$ cat config.mk
export PLATFORM = sky130hd
export DESIGN_NAME = decade_2421_display
export DESIGN_NICKNAME = d
export VERILOG_FILES = /design/src/rtl/decade_2421_display.sv
export SDC_FILE = /design/constraint.sdc
export NUM_CORES = 1
export LEC_CHECK = 0
export CORE_AREA = 2 2 55 78
export CTS_CLUSTER_SIZE = 8
export DETAILED_ROUTE_END_ITERATION = 10
export DIE_AREA = 0 0 57 80
export PLACE_DENSITY = 0.75
export SYNTH_ARGS = -nofsm -noshare
export SYNTH_HDL_FRONTEND = slang
export SYNTH_SLANG_ARGS = --single-unit
export TNS_END_PERCENT = 100
$ cat constraint.sdc
create_clock -name clk -period 3.6 [get_ports clk]
set_clock_uncertainty 0.05 [all_clocks]
set_input_delay 0.72 -clock clk [delete_from_list [all_inputs] [get_ports clk]]
set_output_delay 0.72 -clock clk [all_outputs]
set_load 0.005 [all_outputs]
$ cat src/rtl/decade_2421_display.sv
// decade_2421_display
// Samples a 2421-coded decade digit on each valid strobe and decodes it to BCD.
// Flags illegal codes and out-of-sequence steps, tallies decade rollovers as
// a 3-digit BCD count, and scans a 4-digit active-low seven-segment display.

module decade_2421_display #(
   parameter int SCAN_DIV = 4
) (
   input  logic        clk,
   input  logic        rst,
   input  logic [3:0]  code_in,
   input  logic        code_valid,
   output logic [3:0]  bcd_out,
   output logic [11:0] wrap_cnt,
   output logic        code_err,
   output logic        seq_err,
   output logic [6:0]  seg_n,
   output logic [3:0]  an_n
);

   localparam int CNT_W = (SCAN_DIV > 2) ? $clog2(SCAN_DIV) : 1;
   localparam logic [CNT_W-1:0] CNT_LAST = CNT_W'(SCAN_DIV - 1);
   localparam logic [6:0] SEG_E   = 7'b0000110;
   localparam logic [6:0] SEG_OFF = 7'b1111111;

   logic [3:0]       dec_val;
   logic             dec_legal;
   logic [3:0]       prev;
   logic             has_prev;
   logic [3:0]       succ_prev;
   logic [11:0]      wrap_next;
   logic [CNT_W-1:0] scan_cnt;
   logic [1:0]       scan_idx;
   logic [3:0]       digit_sel;
   logic             show_e;
   logic [6:0]       seg_next;
   logic [3:0]       an_next;

   // Active-low segment pattern (g..a) for a BCD digit; non-digits are blanked.
   function automatic logic [6:0] seg_pattern(input logic [3:0] d);
      case (d)
         4'd0:    seg_pattern = 7'b1000000;
         4'd1:    seg_pattern = 7'b1111001;
         4'd2:    seg_pattern = 7'b0100100;
         4'd3:    seg_pattern = 7'b0110000;
         4'd4:    seg_pattern = 7'b0011001;
         4'd5:    seg_pattern = 7'b0010010;
         4'd6:    seg_pattern = 7'b0000010;
         4'd7:    seg_pattern = 7'b1111000;
         4'd8:    seg_pattern = 7'b0000000;
         4'd9:    seg_pattern = 7'b0010000;
         default: seg_pattern = SEG_OFF;
      endcase
   endfunction

   // Decode the 2421 code; the six codes outside the table are illegal.
   always_comb begin
      dec_val   = 4'd0;
      dec_legal = 1'b1;
      case (code_in)
         4'b0000, 4'b0001, 4'b0010,
         4'b0011, 4'b0100: dec_val = code_in;
         4'b1011:          dec_val = 4'd5;
         4'b1100:          dec_val = 4'd6;
         4'b1101:          dec_val = 4'd7;
         4'b1110:          dec_val = 4'd8;
         4'b1111:          dec_val = 4'd9;
         default:          dec_legal = 1'b0;
      endcase
   end

   // Expected successor of the last legal digit, wrapping 9 back to 0.
   always_comb begin
      succ_prev = (prev == 4'd9) ? 4'd0 : prev + 4'd1;
   end

   // Three-digit BCD increment of the rollover tally; 999 wraps to 000.
   always_comb begin
      wrap_next = wrap_cnt;
      if (wrap_cnt[3:0] != 4'd9) begin
         wrap_next[3:0] = wrap_cnt[3:0] + 4'd1;
      end else begin
         wrap_next[3:0] = 4'd0;
         if (wrap_cnt[7:4] != 4'd9) begin
            wrap_next[7:4] = wrap_cnt[7:4] + 4'd1;
         end else begin
            wrap_next[7:4]  = 4'd0;
            wrap_next[11:8] = (wrap_cnt[11:8] == 4'd9) ? 4'd0 : wrap_cnt[11:8] + 4'd1;
         end
      end
   end

   // Sample path: legal codes update the digit, sequence check and tally;
   // illegal codes only raise the sticky code error.
   always_ff @(posedge clk) begin
      if (rst) begin
         bcd_out  <= 4'd0;
         wrap_cnt <= 12'h000;
         code_err <= 1'b0;
         seq_err  <= 1'b0;
         prev     <= 4'd0;
         has_prev <= 1'b0;
      end else if (code_valid) begin
         if (dec_legal) begin
            bcd_out  <= dec_val;
            prev     <= dec_val;
            has_prev <= 1'b1;
            if (has_prev && (dec_val != succ_prev)) begin
               seq_err <= 1'b1;
            end
            if (has_prev && (prev == 4'd9) && (dec_val == 4'd0)) begin
               wrap_cnt <= wrap_next;
            end
         end else begin
            code_err <= 1'b1;
         end
      end
   end

   // Scan timing: each digit stays selected for SCAN_DIV cycles.
   always_ff @(posedge clk) begin
      if (rst) begin
         scan_cnt <= '0;
         scan_idx <= 2'd0;
      end else if (scan_cnt == CNT_LAST) begin
         scan_cnt <= '0;
         scan_idx <= scan_idx + 2'd1;
      end else begin
         scan_cnt <= scan_cnt + 1'b1;
      end
   end

   // Pick the digit and anode for the slot currently being scanned.
   always_comb begin
      an_next   = 4'b1110;
      digit_sel = bcd_out;
      show_e    = 1'b0;
      case (scan_idx)
         2'd0: begin
            an_next   = 4'b1110;
            digit_sel = bcd_out;
            show_e    = code_err;
         end
         2'd1: begin
            an_next   = 4'b1101;
            digit_sel = wrap_cnt[3:0];
         end
         2'd2: begin
            an_next   = 4'b1011;
            digit_sel = wrap_cnt[7:4];
         end
         default: begin
            an_next   = 4'b0111;
            digit_sel = wrap_cnt[11:8];
         end
      endcase
      seg_next = show_e ? SEG_E : seg_pattern(digit_sel);
   end

   // Register the display drive so the pins are glitch-free.
   always_ff @(posedge clk) begin
      if (rst) begin
         an_n  <= 4'b1110;
         seg_n <= 7'b1000000;
      end else begin
         an_n  <= an_next;
         seg_n <= seg_next;
      end
   end

endmodule
=== After elaboration in Yosys (flattened, before gate mapping) ===
Memories as Yosys holds them, arrays and structs flattened.
Index checks and enable logic that the tools add are counted.

* Bits in read-only memories: 112
* Memories kept: 1
* Bits in registers: 34
* Output and inout bits: 29

* Reduce and logical (&&, ||, !) cells: 16
* Muxes and demuxes: 10
* Bitwise operators: 3
* Equal/unequal tests: 17
* $add $sub $neg: 6

{| class="wikitable"
|+ Memory list
! memory !! words !! width !! read ports !! clocked after memory_dff !! wr ports !! line !! text
|-
| (no name shown) || 16 || 7 || 1 || 0 || 0 || 41 || <nowiki>case (d)</nowiki>
|}

{| class="wikitable"
|+ Operators with widths
! cell !! number
|-
| $eq A4 B4 Y1 const B || 7
|-
| $pmux W4 S3 || 2
|-
| $pmux W4 S6 || 1
|-
| $add A4 B1 Y4 const B || 4
|-
| $mux W4 || 4
|-
| $reduce_or A10 Y1 || 1
|-
| $eq A4 B2 Y1 const B || 2
|-
| $logic_not A4 Y1 || 2
|-
| $ne A4 B4 Y1 const B || 2
|-
| $mux W7 || 1
|-
| $reduce_and A3 Y1 || 2
|-
| $reduce_and A5 Y1 || 1
|-
| $reduce_or A5 Y1 || 1
|-
| $add A2 B1 Y2 const B || 2
|-
| $eq A2 B2 Y1 const B || 2
|-
| $eq A4 B1 Y1 const B || 1
|-
| $eq A4 B3 Y1 const B || 1
|-
| $ne A4 B4 Y1 || 1
|-
| $reduce_and A2 Y1 || 2
|-
| $reduce_and A4 Y1 || 1
|-
| $reduce_or A2 Y1 || 2
|-
| $logic_and A1 B1 Y1 || 3
|-
| $not A1 Y1 || 3
|-
| $eq A2 B1 Y1 const B || 1
|-
| 2 further kinds || 3
|}

=== Logic depth before layout (Yosys ltp) ===
Gate-level depths: netlist of run 1.

* Depth in word-level cells: 6
* Gate-level depth with buffers: 11

=== Worst setup path before layout of run 1 ===
No wires, ideal clock.

* Path kind: input-to-reg
* Start point: input port code_in[1]
* End point: register wrap_cnt[11]
* Cell stages on the path: 7
* Setup slack: 1.598 ns
* Path buffers: 2
* Setup time: 0.119 ns
* Data arrival time: 1.833 ns
* Cells stage by stage: buf_4 -> and4bb_2 -> and4_1 -> buf_6 -> nand3_1 -> o21ai_0 -> a21oi_1

* Longest elaborated chain between the ends: 6
* Elaborated cells between the ends (all ways): 17
* Classes of those cells: 9 x eq/ne; 2 x mux; 6 x reduce/logical

{| class="wikitable"
|+ RTL lines
! element !! line !! text
|-
| start, declared || 11 || <nowiki>input logic [3:0] code_in,</nowiki>
|-
| $eq A4 B1 Y1, or another cell as far along || 60 || <nowiki>case (code_in)</nowiki>
|-
| $reduce_or A5 Y1 || -- ||
|-
| $pmux W4 S6 || 60 ||
|-
| $logic_not A4 Y1 || 111 || <nowiki>if (has_prev && (prev == 4'd9) && (dec_val == 4'd0)) begin</nowiki>
|-
| $logic_and A1 B1 Y1 || 111 ||
|-
| $reduce_and A5 Y1 (no line) (*) || -- ||
|-
| end signal, assigned || 112 || <nowiki>wrap_cnt <= wrap_next;</nowiki>
|-
| end, declared || 14 || <nowiki>output logic [11:0] wrap_cnt,</nowiki>
|}

Every way passes the cells marked *; elsewhere a longest branch is shown, timed or not.
A chain may end at the register's enable or synchronous reset.

=== Final worst setup path of run 1 ===
* Start point: input port code_in[2]
* End point: register wrap_cnt[11]

Same word-level chain as after synthesis.

==> flow_summary_export.csv, run 1 <==
group,metric,value,unit
logic_synthesis,synth_top_family_by_area,"simple AND/OR/NAND/NOR gates",
placement,place_hpwl,2.87,mm
floorplan,dieWidth,57,um
clock_network,cts_root_buf,"clkbuf_8",
finish,final_net_count,266,
detailed_routing,dr.pass1.iters,4,
logic_synthesis,synthFlopType,"dfxtp_1",
grt,grt_start_max_net_pins,18,
worst_setup_path,critical_path_peak_fanout,8,
worst_setup_path,cp_slowest_cell,"clkdlybuf4s50_1",
grt,grt_pass1_wl,6.42,mm
timing,relSlewSlack,41.0,%
timing,setup_viol,0,
clock_network,holdBufCountCts,0,
finish,layout_common_cells,"35 x clkdlybuf4s50_1, 34 x dfxtp_1, 25 x nor2_1, 22 x a21oi_1, 16 x nand2_1",
worst_setup_path,cp-endpoint,"wrap_cnt[11]",
clock_network,numCtsBuffers,5,
logic_synthesis,ys_seq_area_share,36.4,%
floorplan,core-area,3850,um2
worst_setup_path,crit_type,"input port to flip-flop",
placement,gp_congestion,0.793,
floorplan,start_util,48.6,%
worst_setup_path,cp_top_family,"simple AND/OR/NAND/NOR gates",
logic_synthesis,synth_compound_area_share,17.1,%
worst_setup_path,critPathCaptureType,"flip-flop",
worst_setup_path,crit_buf_inv,1,
grt,overflow,0,
timing,drv_slew,0,
floorplan,ios,36,
worst_setup_path,crit_required,3720,ps
timing,fin_crit_sh,66.6,%
finish,layoutNonFillerInstCount,292,
worst_setup_path,reg2reg_slack,1230,ps
logic_synthesis,syn_avg_cell_area,8.74,um2
detailed_routing,route.detailed.drc,0,
detailed_routing,finalWirelength,3.88,mm
grt,track_usage,18.2,%
clock_network,clk_pin_slew,60,ps
worst_hold_path,min_path_type,"flip-flop to flip-flop",
power_and_ir_drop,ir_drop,264,uV
logic_synthesis,ys.warnings.count,0,
timing,period_needed,2400,ps
clock_network,cts_tree,"yes",
clock_network,clock_path_buffers,2,
finish,final_common_cell,"clkdlybuf4s50_1",
placement,portBuffers,35,
detailed_routing,wl_per_cell,13.3,um
logic_synthesis,synth_edf_count,0,
outcome,status,"finished, final reports clean",
worst_setup_path,rr_worst_depth,9,
logic_synthesis,synth_cell_type_count,48,
worst_setup_path,reg2reg_to,"seg_n[1]",
timing,finalSetupTns,0,ps
finish,area_growth,23.1,%
finish,drive_above_1_share,5.62,%
detailed_routing,avgViaCountPerCell,5.58,
clock_network,cts_num_sinks,34,
logic_synthesis,synth-seq-cells,34,
logic_synthesis,synthXorXnorAreaFrac,6.09,%
power_and_ir_drop,p_leak,0.865,nW
timing,hold_viol,0,
finish,antenna_cells,0,
worst_setup_path,startpoint_type,"input port",
power_and_ir_drop,power.total,0.000778,W
detailed_routing,drtIter0Drc,46,
worst_setup_path,r2r_start,"scan_idx[0]",
floorplan,num_rows,27,
worst_setup_path,cp_slowest_stage_delay,550,ps
logic_synthesis,synth.mux.area_fraction,3.28,%
detailed_routing,num_vias,1630,
logic_synthesis,yosys.area_share.adder,6.69,%
logic_synthesis,netlist_area,1870,um2
clock_network,cts_max_level,2,
clock_network,ctsResizeCount,0,
clock_network,clk_latency,290,ps
clock_network,cts_setup_buffers,0,
logic_synthesis,synth_nets,231,
floorplan,die_h,80,um
placement,placed_cells,285,
grt,grt_pass1_vias,1475,
timing,tightest_slew,861,ps
detailed_routing,ant_nets,0,
timing,max_freq,0.417,GHz
grt,antenna_found_initial,0,
logic_synthesis,synthArstFlopShare,0,%
worst_setup_path,crit_chain,"clkdlybuf4s50_1 > nor4b_4 > and4_1 > nand3_1 > o21ai_0 > a21oi_1",
logic_synthesis,yosys.area_share.simple,25.1,%
finish,postLayoutCoreUtil,59.8,%
flow_run,cap_violations,0,
worst_setup_path,cp_num_cells,6,
floorplan,dieArea,4560,um2
worst_setup_path,arrival,2520,ps
logic_synthesis,syn_inst,214,
timing,rsz0062_at_grt,"false",
power_and_ir_drop,p_per_area,338,nW/um2
worst_setup_path,crit_start,"code_in[2]",
-- sequential cells by signal, indices dropped and copies added (netlist names) --
name,cells
seq_err,1
prev,4
code_err,1
seg_n,7
scan_idx,2
has_prev,1
scan_cnt,2
an_n,4
wrap_cnt,12
-- cells in the mapped netlist, types with 2 or more instances --
| master | count | area, um2 |
|---|---|---|
| xor2_1 | 4 | 35.0 |
| buf_2 | 2 | 10.0 |
| buf_6 | 2 | 22.5 |
| nor2b_1 | 6 | 37.5 |
| mux2i_1 | 5 | 50.1 |
| a22oi_1 | 3 | 22.5 |
| ha_1 | 10 | 125 |
| nand2b_1 | 7 | 43.8 |
| nor3b_1 | 4 | 30.0 |
| a222oi_1 | 3 | 30.0 |
| clkbuf_1 | 2 | 7.51 |
| nand3_1 | 3 | 15.0 |
| buf_4 | 2 | 15.0 |
| nand2_1 | 16 | 60.1 |
| o211ai_1 | 2 | 15.0 |
| inv_1 | 12 | 45.0 |
| a21oi_1 | 22 | 110 |
| nor2_1 | 25 | 93.8 |
| xnor2_1 | 9 | 78.8 |
| nor3_1 | 3 | 15.0 |
| dfxtp_1 | 34 | 681 |
| o21ai_0 | 9 | 45.0 |
| nand4_1 | 3 | 18.8 |
| and2_1 | 2 | 12.5 |
-- routing by layer --
layer  up-vias  GRT usage (%)  wire length, um
met3        11           3.57              179
met5         -              0                0
met2        45           32.0             1980
met4         0           12.3              119
li1        822              -                -
met1       752           19.1             1590
-- metrics by stage --
step / hold WS (ps) / setup WS (ps) / area [um2]
2_1_floorplan: 354 / 1600 / 1870
3_3_place_gp: 365 / 974 / 2230
3_5_place_dp: 381 / 917 / 2230
4_1_cts: 391 / 1210 / 2300
5_1_grt: 402 / 970 / 2300
6_report: 386 / 1200 / 2300
-- kinds of logic after synthesis --
family / Yosys count
AOI/OAI and AO/OA: 50
xor gates and xnor gates: 13
adders and majority gates: 10
buffers and inverters: 20
DFF: 34
muxes: 6
and+or+nand+nor: 81
-- where the power goes --
| part | internal [W] | switching, W | total, W |
|---|---|---|---|
| sequential | 0.000392 | 0.0000111 | 0.000403 |
| clock | 0.000133 | 0.000128 | 0.000261 |
| combinational | 0.0000577 | 0.0000556 | 0.000113 |
-- worst min path at each step --
stage                            from  cells past startpoint          end  slack, ps
after floorplan           scan_cnt[0]                      1  scan_cnt[0]        350
after global placement    scan_cnt[0]                      1  scan_cnt[0]        360
after detailed placement  scan_cnt[0]                      1  scan_cnt[0]        380
after CTS                 scan_cnt[0]                      1  scan_cnt[0]        390
after global routing      scan_cnt[0]                      1  scan_cnt[0]        400
final                     scan_cnt[0]                      1  scan_cnt[0]        390
-- layout make-up --
type,instances,area [um2]
Clock buffer,7,76.3
Sequential cell,34,681
Inverter,12,45.0
Tap cell,43,53.8
Fill cell,355,1550
Multi-Input combinational cell,160,1090
Timing Repair Buffer,36,358
No activity file was read; power rests on OpenSTA's default activity.
==> inputs of run 2 (changes only) <==
--- a/config.mk
+++ b/config.mk
@@ -5,11 +5,11 @@
 export SDC_FILE = /design/constraint.sdc
 export NUM_CORES = 1
 export LEC_CHECK = 0
-export CORE_AREA = 2 2 55 78
+export CORE_AREA = 2 2 57 81
 export CTS_CLUSTER_SIZE = 8
 export DETAILED_ROUTE_END_ITERATION = 10
-export DIE_AREA = 0 0 57 80
-export PLACE_DENSITY = 0.75
+export DIE_AREA = 0 0 59 83
+export PLACE_DENSITY = 0.73
 export SYNTH_ARGS = -nofsm -noshare
 export SYNTH_HDL_FRONTEND = slang
 export SYNTH_SLANG_ARGS = --single-unit
==> constraint.sdc (replaced) <==
create_clock -name clk -period 2.15 [get_ports clk]
set_clock_uncertainty 0.05 [all_clocks]
set_input_delay 0.43 -clock clk [delete_from_list [all_inputs] [get_ports clk]]
set_output_delay 0.43 -clock clk [all_outputs]
set_load 0.005 [all_outputs]
==> flow_summary_export.csv, run 2 (synthesis gave the netlist of run 1 again) <==
group,metric,value,unit
grt,grt_pass1_wl,6.82,mm
clock_network,clk_latency,280,ps
timing,tightest_slew,419,ps
worst_setup_path,cp_top_family,"compound AO/OA/AOI/OAI gates",
worst_setup_path,crit_type,"flip-flop to flip-flop",
timing,fin_crit_sh,93.8,%
floorplan,start_util,45.2,%
finish,largest_register,"wrap_cnt",
timing,max_freq,0.496,GHz
worst_setup_path,crit_start,"scan_idx[1]",
grt,overflow,0,
grt,grt_start_max_net_pins,16,
finish,drive_above_1_share,16.7,%
timing,period_needed,2020,ps
worst_hold_path,hp-start,"scan_cnt[0]",
detailed_routing,finalWirelength,4.17,mm
power_and_ir_drop,power.total,0.00137,W
worst_setup_path,crit_required,2270,ps
power_and_ir_drop,p_leak,0.969,nW
grt,antenna_found_initial,0,
detailed_routing,route.detailed.drc,0,
placement,pre_cts_ws,-34.0,ps
timing,finalWorstSetupSlack,132,ps
floorplan,num_rows,28,
outcome,status,"finished, final reports clean",
clock_network,numCtsBuffers,5,
worst_setup_path,cp_slowest_stage_delay,390,ps
worst_setup_path,cp_slowest_cell,"a222oi_1",
clock_network,clock_path_buffers,2,
finish,area_growth,33.5,%
worst_setup_path,crit_chain,"inv_1 > ha_2 > a222oi_1 > a21oi_2 > ha_1 > nor2b_1 > o21ai_0 > a21oi_1",
detailed_routing,ant_nets,0,
clock_network,cts_tree,"yes",
worst_setup_path,critical_path_peak_fanout,5,
finish,layout.filler_cells,385,
detailed_routing,drtIter0Drc,37,
grt,track_usage,18.0,%
floorplan,core-area,4130,um2
worst_setup_path,critPathCaptureType,"flip-flop",
clock_network,cts_max_level,2,
clock_network,cts_root_buf,"clkbuf_8",
placement,placed_cells,306,
placement,gp_congestion,0.824,
floorplan,dieWidth,59,um
power_and_ir_drop,ir_drop,307,uV
detailed_routing,avgViaCountPerCell,5.46,
detailed_routing,dr.pass1.iters,5,
worst_hold_path,min_path_type,"flip-flop to flip-flop",
timing,relSlewSlack,72.1,%
detailed_routing,num_vias,1720,
clock_network,clk_pin_slew,60,ps
finish,antenna_cells,0,
placement,place_hpwl,3.24,mm
worst_setup_path,arrival,2130,ps
worst_setup_path,crit_buf_inv,1,
clock_network,cts_num_sinks,34,
finish,postLayoutCoreUtil,60.4,%
finish,final_common_cell,"clkdlybuf4s50_1",
timing,setup_viol,0,
detailed_routing,wl_per_cell,13.2,um
worst_setup_path,r2r_start,"scan_idx[1]",
finish,largestRegisters,"wrap_cnt x12, seg_n x7",
placement,portBuffers,35,
finish,layoutNonFillerInstCount,315,
timing,finalSetupTns,0,ps
worst_setup_path,startpoint_type,"flip-flop",
finish,final_net_count,286,
power_and_ir_drop,p_per_area,550,nW/um2
flow_run,cap_violations,0,
floorplan,ios,36,
timing,hold_viol,0,
floorplan,dieArea,4900,um2
floorplan,die_h,83,um
clock_network,holdBufCountCts,0,
timing,drv_slew,0,
grt,grt_pass1_vias,1532,
finish,layout_common_cells,"35 x clkdlybuf4s50_1, 32 x dfxtp_1, 25 x nor2_1, 21 x a21oi_1, 21 x buf_4",
finish,largest_reg_flops,12,
## run 2: changes by cell type in the layout (fill, tap and decap cells not counted), moves of 2 or more
cell     change
buf_4       +20
dfxtp_1      -2
dfxtp_2      +2
ha_1         -2
ha_2         +2
## run 2: final cells by class
cell class | count | area, um2 | area share (%)
timing repair buffer | 56 | 508 | 20.3
multi-input combinational | 160 | 1110 | 44.6
inverter | 12 | 45.0 | 1.80
tap | 45 | 56.3 | 2.25
sequential | 34 | 683 | 27.4
clock buffer | 7 | 86.3 | 3.46
clock inverter | 1 | 5.00 | 0.200
## run 2: final timing paths
check	endpoint	cells past startpoint	slack, ps
max	seg_n[2]	8	130
min	scan_cnt[0]	1	380
max reg2reg	seg_n[2]	8	130
min reg2reg	scan_cnt[0]	1	380
## run 2: power breakdown
group	switching [W]	total, W	internal (W)
Sequential	0.0000175	0.000674	0.000657
Clock	0.000216	0.000474	0.000258
Combinational	0.000105	0.000224	0.000119
## run 2: per-stage QoR
stage | instance area (um2) | hold WS, ps
after floorplan | 1870 | 354
after global placement | 2370 | 364
after detailed placement | 2370 | 377
after CTS | 2470 | 386
after global routing | 2500 | 409
final | 2500 | 383
## run 2: timing repair
item | CTS | global route
buffers inserted | 0 | 1
gates cloned | 0 | 0
gates resized for setup | 1 | 9
setup endpoints to repair | 2 | 7
pin swaps | 1 | 3
## run 2: layer usage
| metal | vias to the layer above | global-route usage [%] | wire [um] |
|---|---|---|---|
| met3 | 12 | 3.74 | 185 |
| met1 | 804 | 19.4 | 1630 |
| met5 | - | 0 | 0 |
| met2 | 46 | 31.3 | 2210 |
| met4 | 0 | 9.92 | 144 |
| li1 | 858 | - | - |
